[src/rtl/preset_sequencer.sv]
// Preset store/recall controller. Captures the last MIDI channel message from
// the parser, stores it into one of three slots on a save-mode button event,
// and replays a stored slot byte by byte to the transmitter on a normal event.
module preset_sequencer #(
  parameter int GAP_CYCLES = 0
) (
  input  logic       clk,
  input  logic       rst,
  input  logic [1:0] btn_index,
  input  logic       save_mode,
  input  logic       cap_valid,
  input  logic [7:0] cap_status,
  input  logic [7:0] cap_data1,
  input  logic [7:0] cap_data2,
  input  logic       tx_ready,
  output logic       tx_valid,
  output logic [7:0] tx_byte,
  output logic       busy,
  output logic [1:0] active_slot,
  output logic       saved,
  output logic       nack
);

  typedef enum logic [2:0] {IDLE, SEND_S, SEND_D1, SEND_D2, GAP} state_t;

  localparam int               GAP_W     = (GAP_CYCLES > 1) ? $clog2(GAP_CYCLES) : 1;
  localparam logic [GAP_W-1:0] GAP_LAST  = (GAP_CYCLES > 0) ? GAP_W'(GAP_CYCLES - 1) : '0;
  // With no gap configured the last transfer returns straight to IDLE.
  localparam state_t           AFTER_MSG = (GAP_CYCLES > 0) ? GAP : IDLE;

  // Program Change (0xC) and Channel Pressure (0xD) carry one data byte only.
  function automatic logic is_three_byte(input logic [3:0] status_hi);
    return !((status_hi == 4'hC) || (status_hi == 4'hD));
  endfunction

  state_t           state, state_nx;
  logic [GAP_W-1:0] gap_cnt;

  logic [7:0] last_status, last_data1, last_data2;
  logic       last_valid;

  logic [7:0] slot_status [4];
  logic [7:0] slot_data1  [4];
  logic [7:0] slot_data2  [4];
  logic [3:0] slot_vld;

  logic [7:0] buf_status, buf_data1, buf_data2;

  logic       event_in;
  logic       store_ok, recall_ok, reject;
  logic [7:0] tx_byte_nx;

  assign event_in = |btn_index;

  // Next-state, event qualification and the byte to offer in the next cycle.
  always_comb begin
    state_nx   = state;
    store_ok   = 1'b0;
    recall_ok  = 1'b0;
    reject     = 1'b0;
    tx_byte_nx = 8'h00;
    case (state)
      IDLE: begin
        if (event_in) begin
          if (save_mode) begin
            if (last_valid) store_ok = 1'b1;
            else            reject   = 1'b1;
          end else if (slot_vld[btn_index]) begin
            recall_ok = 1'b1;
            state_nx  = SEND_S;
          end else begin
            reject = 1'b1;
          end
        end
      end
      SEND_S:  if (tx_ready) state_nx = SEND_D1;
      SEND_D1: if (tx_ready) state_nx = is_three_byte(buf_status[7:4]) ? SEND_D2 : AFTER_MSG;
      SEND_D2: if (tx_ready) state_nx = AFTER_MSG;
      GAP:     if (gap_cnt == GAP_LAST) state_nx = IDLE;
      default: state_nx = IDLE;
    endcase
    if (event_in && (state != IDLE)) reject = 1'b1;
    // The send buffer loads on the same edge as the recall, so the status byte
    // is taken straight from the slot on entry.
    case (state_nx)
      SEND_S:  tx_byte_nx = recall_ok ? slot_status[btn_index] : buf_status;
      SEND_D1: tx_byte_nx = buf_data1;
      SEND_D2: tx_byte_nx = buf_data2;
      default: tx_byte_nx = 8'h00;
    endcase
  end

  // Control state and registered outputs.
  always_ff @(posedge clk) begin
    if (!rst) begin
      state       <= IDLE;
      gap_cnt     <= '0;
      last_valid  <= 1'b0;
      slot_vld    <= 4'b0000;
      tx_valid    <= 1'b0;
      tx_byte     <= 8'h00;
      busy        <= 1'b0;
      active_slot <= 2'd0;
      saved       <= 1'b0;
      nack        <= 1'b0;
    end else begin
      state    <= state_nx;
      gap_cnt  <= (state == GAP) ? gap_cnt + 1'b1 : '0;
      tx_valid <= (state_nx == SEND_S) || (state_nx == SEND_D1) || (state_nx == SEND_D2);
      tx_byte  <= tx_byte_nx;
      busy     <= (state_nx != IDLE);
      saved    <= store_ok;
      nack     <= reject;
      if (cap_valid) last_valid <= 1'b1;
      if (store_ok) slot_vld[btn_index] <= 1'b1;
      if (store_ok || recall_ok) active_slot <= btn_index;
    end
  end

  // Message storage: capture register, preset slots and the send buffer.
  always_ff @(posedge clk) begin
    if (cap_valid) begin
      last_status <= cap_status;
      last_data1  <= cap_data1;
      last_data2  <= cap_data2;
    end
    if (store_ok) begin
      slot_status[btn_index] <= last_status;
      slot_data1[btn_index]  <= last_data1;
      slot_data2[btn_index]  <= last_data2;
    end
    if (recall_ok) begin
      buf_status <= slot_status[btn_index];
      buf_data1  <= slot_data1[btn_index];
      buf_data2  <= slot_data2[btn_index];
    end
  end

endmodule

[config.mk]
export PLATFORM = sky130hd
export DESIGN_NAME = preset_sequencer
export DESIGN_NICKNAME = d
export VERILOG_FILES = /design/src/rtl/preset_sequencer.sv
export SDC_FILE = /design/constraint.sdc
export NUM_CORES = 1
export LEC_CHECK = 0
export ABC_AREA = 1
export ABC_CLOCK_PERIOD_IN_PS = 3100
export CAP_MARGIN = 20
export CORE_MARGIN = 4
export CORE_UTILIZATION = 52
export CTS_CLUSTER_SIZE = 25
export DETAILED_ROUTE_END_ITERATION = 6
export PLACE_DENSITY = 0.76
export SYNTH_ARGS = -nofsm -noshare
export SYNTH_HDL_FRONTEND = slang
export SYNTH_SLANG_ARGS = --single-unit
[constraint.sdc]
create_clock -name clk -period 3.1 [get_ports clk]
set_input_delay 0.62 -clock clk [delete_from_list [all_inputs] [get_ports clk]]
set_output_delay 0.62 -clock clk [all_outputs]
set_load 0.005 [all_outputs]
# ---- Word level (Yosys, flattened, before mapping)
# Memory sizes are Yosys's and may differ from the RTL's. A register that Yosys moved wholly into a read port is not among the register bits.
# Index checks and enable logic that the tools add are counted.
dict set report totals {
  reg_bits 55
  romBits 0
  latchBits 0
  inputBits 31
  ram_bits 96
  memories 3
}
dict set report op_classes {
  div_mod_pow 0
  muxes 31
  order_cmp 2
  reduce_logical 11
  add_sub_neg 1
  n_mul 0
  n_shift 0
  bitwise 1
  n_eq_ne 9
}
# memory words width read_ports rd_ports_with_merged_regs write_ports line
set memory_table {}
lappend memory_table {slot_data1 4 8 1 1 1 43} ;# logic [7:0] slot_data1 [4];
lappend memory_table {slot_data2 4 8 1 1 1 44} ;# logic [7:0] slot_data2 [4];
lappend memory_table {slot_status 4 8 1 0 1 42} ;# logic [7:0] slot_status [4];
# op n
set op_table {}
lappend op_table {{$pmux 8 s3} 1}
lappend op_table {{$mux 3} 7}
lappend op_table {{$mux 1} 18}
lappend op_table {{$pmux 3 s5} 1}
lappend op_table {{$eq 3x2->1 const B} 4}
lappend op_table {{$eq 4x4->1 const B} 2}
lappend op_table {{$mux 8} 1}
lappend op_table {{$eq 3x1->1 const B} 2}
lappend op_table {{$reduce_bool 3->1} 2}
lappend op_table {{$logic_or 1x1->1} 4}
lappend op_table {{$or 4x4->4} 1}
lappend op_table {{$eq 3x3->1 const B} 1}
lappend op_table {{$logic_not 3->1} 1}
lappend op_table {{$lt 2x3->1 const B} 1}
lappend op_table {{$bmux 1 s2} 1}
lappend op_table {{$demux 1 s2} 1}
lappend op_table {{$ge 2x1->1 const B} 1}
lappend op_table {{$logic_and 1x1->1} 2}
lappend op_table {{$mux 2} 1}
lappend op_table {{$reduce_and 2->1} 1}
lappend op_table {{$reduce_or 2->1} 1}
lappend op_table {{$add 1x1->1 const B} 1}

# ---- Logic depth before layout (Yosys ltp)
# Gate-level depths: netlist of the first run.
dict set report logic_depth {
  word_depth 9
  ltp_mapped 13
}

# ---- Worst setup path before layout of the first run
# No wires, ideal clock.
dict set report synth_timing {
  path_kind {input port to flip-flop}
  startpoint {input port btn_index[0]}
  endpoint {memory slot_data1[2][0], enable pin}
  path_stages 5
  path_buffers 1
  required_time_ns 2.662
  slack_ns -0.217
  arrival_time_ns 2.880
  path_cell_list {buf_4 > nor2_4 > nor2_2 > nand3_1 > nor3_1}
}
dict set report synth_via {
  elab_chain_cells 5
}
# item line
set synth_rtl {}
lappend synth_rtl {{start, declared} 9} ;# input logic [1:0] btn_index,
lappend synth_rtl {{$reduce_or 2->1} 53} ;# assign event_in = |btn_index;
lappend synth_rtl {{$mux 1} 64} ;# if (event_in) begin
lappend synth_rtl {{$mux 1} 62} ;# case (state)
lappend synth_rtl {{$mux 1} 127} ;# if (store_ok) begin
lappend synth_rtl {{$mux 1 (implied by the code)} 129} ;# slot_data1[btn_index] <= last_data1;
lappend synth_rtl {{end, declared} 43}
# Several ways; a longest one is shown, not always the timed one.

# ---- Worst setup path in the final report of the first run
dict set report layout_timing {
  startpoint {input port tx_ready}
  endpoint {register tx_byte[3]}
}
dict set report layout_via {
  elab_chain_cells 4
}
# item line
set layout_rtl {}
lappend layout_rtl {{start, declared} 15} ;# input logic tx_ready,
lappend layout_rtl {{$mux 3, on equally long branches} {78, 76, 77}}
lappend layout_rtl {{$pmux 3 s5 (*)} 62}
lappend layout_rtl {{$eq 3x2->1 / $eq 3x1->1 (equally long branches)} 85} ;# case (state_nx)
lappend layout_rtl {{$pmux 8 s3 (*)} 85}
lappend layout_rtl {{end signal, assigned} 110} ;# tx_byte <= tx_byte_nx;
lappend layout_rtl {{end, declared} 17} ;# output logic [7:0] tx_byte,
# Every way passes the cells marked *; elsewhere a longest branch is shown, timed or not.
# A chain may end at the register's enable or synchronous reset.

==> results.ini, run 1 <==
[detailed_routing]
drtPass1Iterations = 4
avgViaCountPerCell = 5.17
totalWireLength_um = 11000
drc = 0
detail-route-antenna-nets = 0
num_vias = 3556
drt_iter0_drc = 258
wl_per_cell_um = 16.0

[synth]
synth_ff_type = edfxtp_1
synthArstFlopShare_pct = 0
yosysUniqueCellTypes = 27
syn_avg_cell_area_um2 = 13.4
syn-cell-area_um2 = 6010
synth_top_area_cell = edfxtp_1
synthTopCellsByArea = edfxtp_1 (68%), dfxtp_1 (10%), nand2_1 (6.9%)
seq_area_frac_synth_pct = 78.3
synthTopCellsByCount = edfxtp_1 (136), nand2_1 (111), nor2_1 (35), dfxtp_1 (31), inv_1 (30)
ys_seq_elements = 167
synth_top_cell_area_share_pct = 68.0
yosysMostFrequentCell = edfxtp_1
synth-edff-count = 136
synth_cells = 448
yosysWarnings = 0

[power]
pwr-share-clk_pct = 44.4
p_sw_mw = 0.965
swShare_pct = 19.1
p_per_area_nw_per_um2 = 683
p_leak_nw = 2.88
power_mw = 5.06
max-vdd-ir-drop_uv = 436
internal-power_mw = 4.10
comb_power_share_pct = 4.6
p_seq_share_pct = 51.0

[die]
fp-row-count = 38
die_area_um2 = 13300
core_region_area_um2 = 11100
ios = 45
die_h_um = 115
die_x_um = 115
start_util_pct = 54.2

[clock_network]
clockBufferDepth = 2
insertion_delay_ns = 0.42
root_buffer = clkbuf_16
postCtsHoldBufs = 0
clock-sinks = 167
cts_setup_buffers = 0
htree_levels = 4
cts_tree = done
clkSlewWorstSetupHoldPaths_ns = 0.06
cts_resized = 0
cts_buffers = 17

[layout]
nets = 567
reg_top3 = slot_data1 x32, slot_data2 x32, slot_status x32
diodes = 0
syn_to_final_growth_pct = 23.4
fin_area_um2 = 7410
nFillCells = 756
final_layout_size_suffix_gt1_share_pct = 9.85

[global_routing]
track_usage_pct = 18.0
grt_max_degree = 26
use_met3_pct = 5.43
grt_use_met2_pct = 30.6
grt_pass1_wl_um = 17700
grt_pass1_vias = 3645
gr-total-overflow = 0
met1_usage_pct = 21.5
busiest_layer = met2
antenna_found_initial = 0

[sta]
rsz0062_at_grt = no
period_share_pct = 77.1
drv_slew = 0
setup_viol = 0
worst_slew_pin_slew_ns = 0.703
max_freq_mhz = 419
hold_viol_final = 0
fin_setup_tns_ns = 0
relSlewSlack_pct = 53.0
min_period_ns = 2.39
finClkSkew_ns = 0.00947
final.setup.worst_slack_ns = 0.711

[placed_design]
dp_hpwl_um = 7020
gp_congestion = 0.821
pre_cts_ws_ns = 0.337
io_buffers = 44
postPlaceCellArea_um2 = 6770

[worst_setup_path]
path_max_fanout = 18
critPathLaunch = tx_ready
path_class = in2reg
required_ns = 3.43
end_kind = flop
cp-start-kind = input port
timing.rr.start = state[0]
cp_data_arrival_time_ns = 2.72

[outcome]
status = finished clean

[job]
max_cap_viol_count = 0

[worst_hold_path]
hold_path.class = reg2reg
holdCritStartpoint = gap_cnt

## worst max-delay path, cell delays in order
cell and delay (ns):
clkdlybuf4s50_1 0.49, inv_1 0.09, nor2_1 0.10, nand2_1 0.09, nand2_1 0.09, nand3_1 0.50
inv_1 0.32, nand2_4 0.11, nor2_1 0.11, nor2_1 0.05, nor2_1 0.13
## worst paths after layout
kind	endpoint	slack, ns	depth (start not counted)
max reg2reg	tx_byte[5]	1.15	7
min	gap_cnt	0.42	1
max	tx_byte[3]	0.71	11
min reg2reg	gap_cnt	0.42	1
## power by group through the flow
stage	Clock, mW	Sequential [mW]	Combinational [mW]
3_3_place_gp	0	2.62	0.223
3_5_place_dp	0	2.63	0.231
2_1_floorplan	0	2.61	0.126
4_1_cts	2.29	2.58	0.235
5_1_grt	2.38	2.59	0.264
6_report	2.25	2.58	0.234
## stage by stage
step                      hold slack [ns]  cells  utilization (%)
after floorplan                     0.390    471                -
after global placement              0.402    657             61.1
after detailed placement            0.411    657             61.1
after CTS                           0.427    688             66.9
after global routing                0.451    688             66.9
final                               0.423    688             66.9
## final cells by class
cell class              count  area, um^2  area share (%)
flip-flops and latches    167        4700            63.5
multi-input cells         258        1210            16.3
repair buffers             58         558            7.53
clock buffers              22         464            6.26
well taps                 140         175            2.36
clock inverters             9         174            2.35
inverters                  34         128            1.72
## per-layer routing
layer	share of wire [%]	routed length, um	vias up
li1	-	-	1724
met1	42	4630	1721
met2	51	5620	90
met3	4.7	516	21
met4	1.9	209	0
met5	0	0	-
## cells by family after synthesis
family                 count (synthesis)  synth area share [%]
and+or+nand+nor                      193                  13.8
AOI/OAI and AO/OA                     41                  4.60
other                                  1                0.0624
DFF                                  167                  78.3
buffers and inverters                 46                  3.25
## placed cells by master, fill, tap and decap left out, drive strengths merged
master / count
clkdlybuf4s50: 44
nand2: 112
nor2: 39
clkinv: 5
a21oi: 11
o21ai: 1
o211ai: 1
clkbuf: 22
inv: 33
buf: 14
edfxtp: 136
bufinv: 5
nor3: 3
o21a: 3
a22oi: 24
a31oi: 1
conb: 24
dfxtp: 31
nand3: 30
nand4: 9
(Power assumes the default switching activity.)
==> inputs of run 2 (changes only) <==
- ABC_CLOCK_PERIOD_IN_PS: 3100 -> 2100
- clock period: 3.1 -> 2.1 ns (I/O delays scaled with it)
==> run 2 against run 1 <==
Effect of this change:
- die area did not move
- register-to-register slack got worse by 0.84 ns
- worst setup slack worse by 0.47 ns
- count of clock-buffer cells in the layout fell by 4
- largest power group unchanged
==> results.ini, run 2 (same netlist as run 1, synthesis figures left out) <==
[outcome]
status = finished clean

[clock_network]
cts_setup_buffers = 0
insertion_delay_ns = 0.42
cts_buffers = 17
htree_levels = 4
cts_resized = 0
clkSlewWorstSetupHoldPaths_ns = 0.06
clockBufferDepth = 2
postCtsHoldBufs = 0
cts_tree = done
root_buffer = clkbuf_16
clock-sinks = 167

[sta]
period_share_pct = 88.4
hold_viol_final = 0
min_period_ns = 1.86
max_freq_mhz = 539
rsz0062_at_grt = no
drv_slew = 0
setup_viol = 0
finClkSkew_ns = 0.0100
whs_ns = 0.437

[detailed_routing]
drt_iter0_drc = 305
drtPass1Iterations = 5
drc = 0
wl_per_cell_um = 15.2
totalWireLength_um = 10800
num_vias = 3577
detail-route-antenna-nets = 0
avgViaCountPerCell = 5.05

[global_routing]
gr-total-overflow = 0
grt_pass1_vias = 3772
met1_usage_pct = 21.0
grt_max_degree = 26
busiest_layer = met2
grt_pass1_wl_um = 17900
track_usage_pct = 18.1
antenna_found_initial = 0
grt_use_met2_pct = 30.6
use_met3_pct = 6.06

[power]
max-vdd-ir-drop_uv = 745
p_per_area_nw_per_um2 = 958
p_leak_nw = 2.95

[worst_hold_path]
min_path_cells = 2
hold_path.class = reg2reg

[die]
die_area_um2 = 13300
die_x_um = 115
die_h_um = 115
start_util_pct = 54.2
ios = 45
fp-row-count = 38
core_region_area_um2 = 11100

[placed_design]
io_buffers = 44
postPlaceCellArea_um2 = 6950
dp_hpwl_um = 7170
gp_congestion = 0.841

[layout]
reg_top3 = slot_data1 x32, slot_data2 x32, slot_status x32
fin_area_um2 = 7530
layout_common_cells = edfxtp_1 (136), nand2_1 (111), clkdlybuf4s50_1 (44)
final_common_cell = edfxtp_1
nets = 587
final_layout_size_suffix_gt1_share_pct = 12.8
diodes = 0
syn_to_final_growth_pct = 25.4

[worst_setup_path]
required_ns = 2.22
slowest_delay_ns = 0.65
rr_worst_depth = 8
end_kind = flop
crit_chain = clkdlybuf4s50_1 -> nor2_4 -> nor2_2 -> nand3_1 -> inv_1 -> nand2_1 -> inv_1 -> buf_12
cp_data_arrival_time_ns = 1.97
path_max_fanout = 21
path_class = in2reg
cp_common_cell = inv_1
cp-start-kind = input port
worst_path_max_delay_cell = clkdlybuf4s50_1

[job]
max_cap_viol_count = 0

==> run 2: cell types whose count changed in the layout (fill, tap and decap cells not counted) <==
| cell | before | now |
|---|---|---|
| clkbuf_1 | 3 | 1 |
| clkinvlp_4 | 0 | 1 |
| buf_4 | 13 | 31 |
| clkinv_4 | 1 | 0 |
| buf_12 | 1 | 3 |
| inv_6 | 0 | 3 |
| clkbuf_8 | 2 | 0 |
| bufinv_16 | 5 | 3 |
| clkinv_1 | 1 | 5 |
==> run 2: power breakdown <==
group | switching (mW) | internal (mW)
combinational | 0.198 | 0.168
sequential | 0.0662 | 3.75
clock | 1.19 | 1.86
==> run 2: metal layers <==
layer / vias up / part of all wire (%)
met5: - / 0
met4: 0 / 1.7
met3: 16 / 6.0
met2: 104 / 51
met1: 1691 / 41
li1: 1766 / -
==> run 2: final timing paths <==
path | slack (ns) | to | start
hold reg to reg | 0.44 | slot_vld[0] | slot_vld[0]
setup / recovery | 0.24 | slot_data2[1][2] | btn_index[0]
hold / removal | 0.44 | slot_vld[0] | slot_vld[0]
setup reg to reg | 0.31 | slot_data2[1][2] | state[1]
==> run 2: area by class of cell <==
class	instances	area, um^2
clock buffer	18	429
clock inverter	14	154
fill	751	3550
inverter	34	128
multi-input combinational	258	1210
sequential	167	4700
tap	140	175
timing repair buffer	78	733
==> run 2: metrics by stage <==
step | setup TNS, ns | total power, mW | std cells | setup slack, ns | util (%)
2_1_floorplan | -0.251 | 4.05 | 471 | -0.0105 | -
3_3_place_gp | -9.45 | 4.23 | 677 | -0.139 | 62.7
3_5_place_dp | -12.98 | 4.25 | 677 | -0.178 | 62.7
4_1_cts | 0 | 7.27 | 709 | 0.242 | 68.0
5_1_grt | 0 | 7.50 | 709 | 0.0722 | 68.0
6_report | 0 | 7.22 | 709 | 0.244 | 68.0
==> run 2: worst max-delay path, delay by kind of cell <==
kind | cells | cell delay, ns
AND/OR/NAND/NOR | 4 | 0.45
buffers and inverters | 4 | 1.10
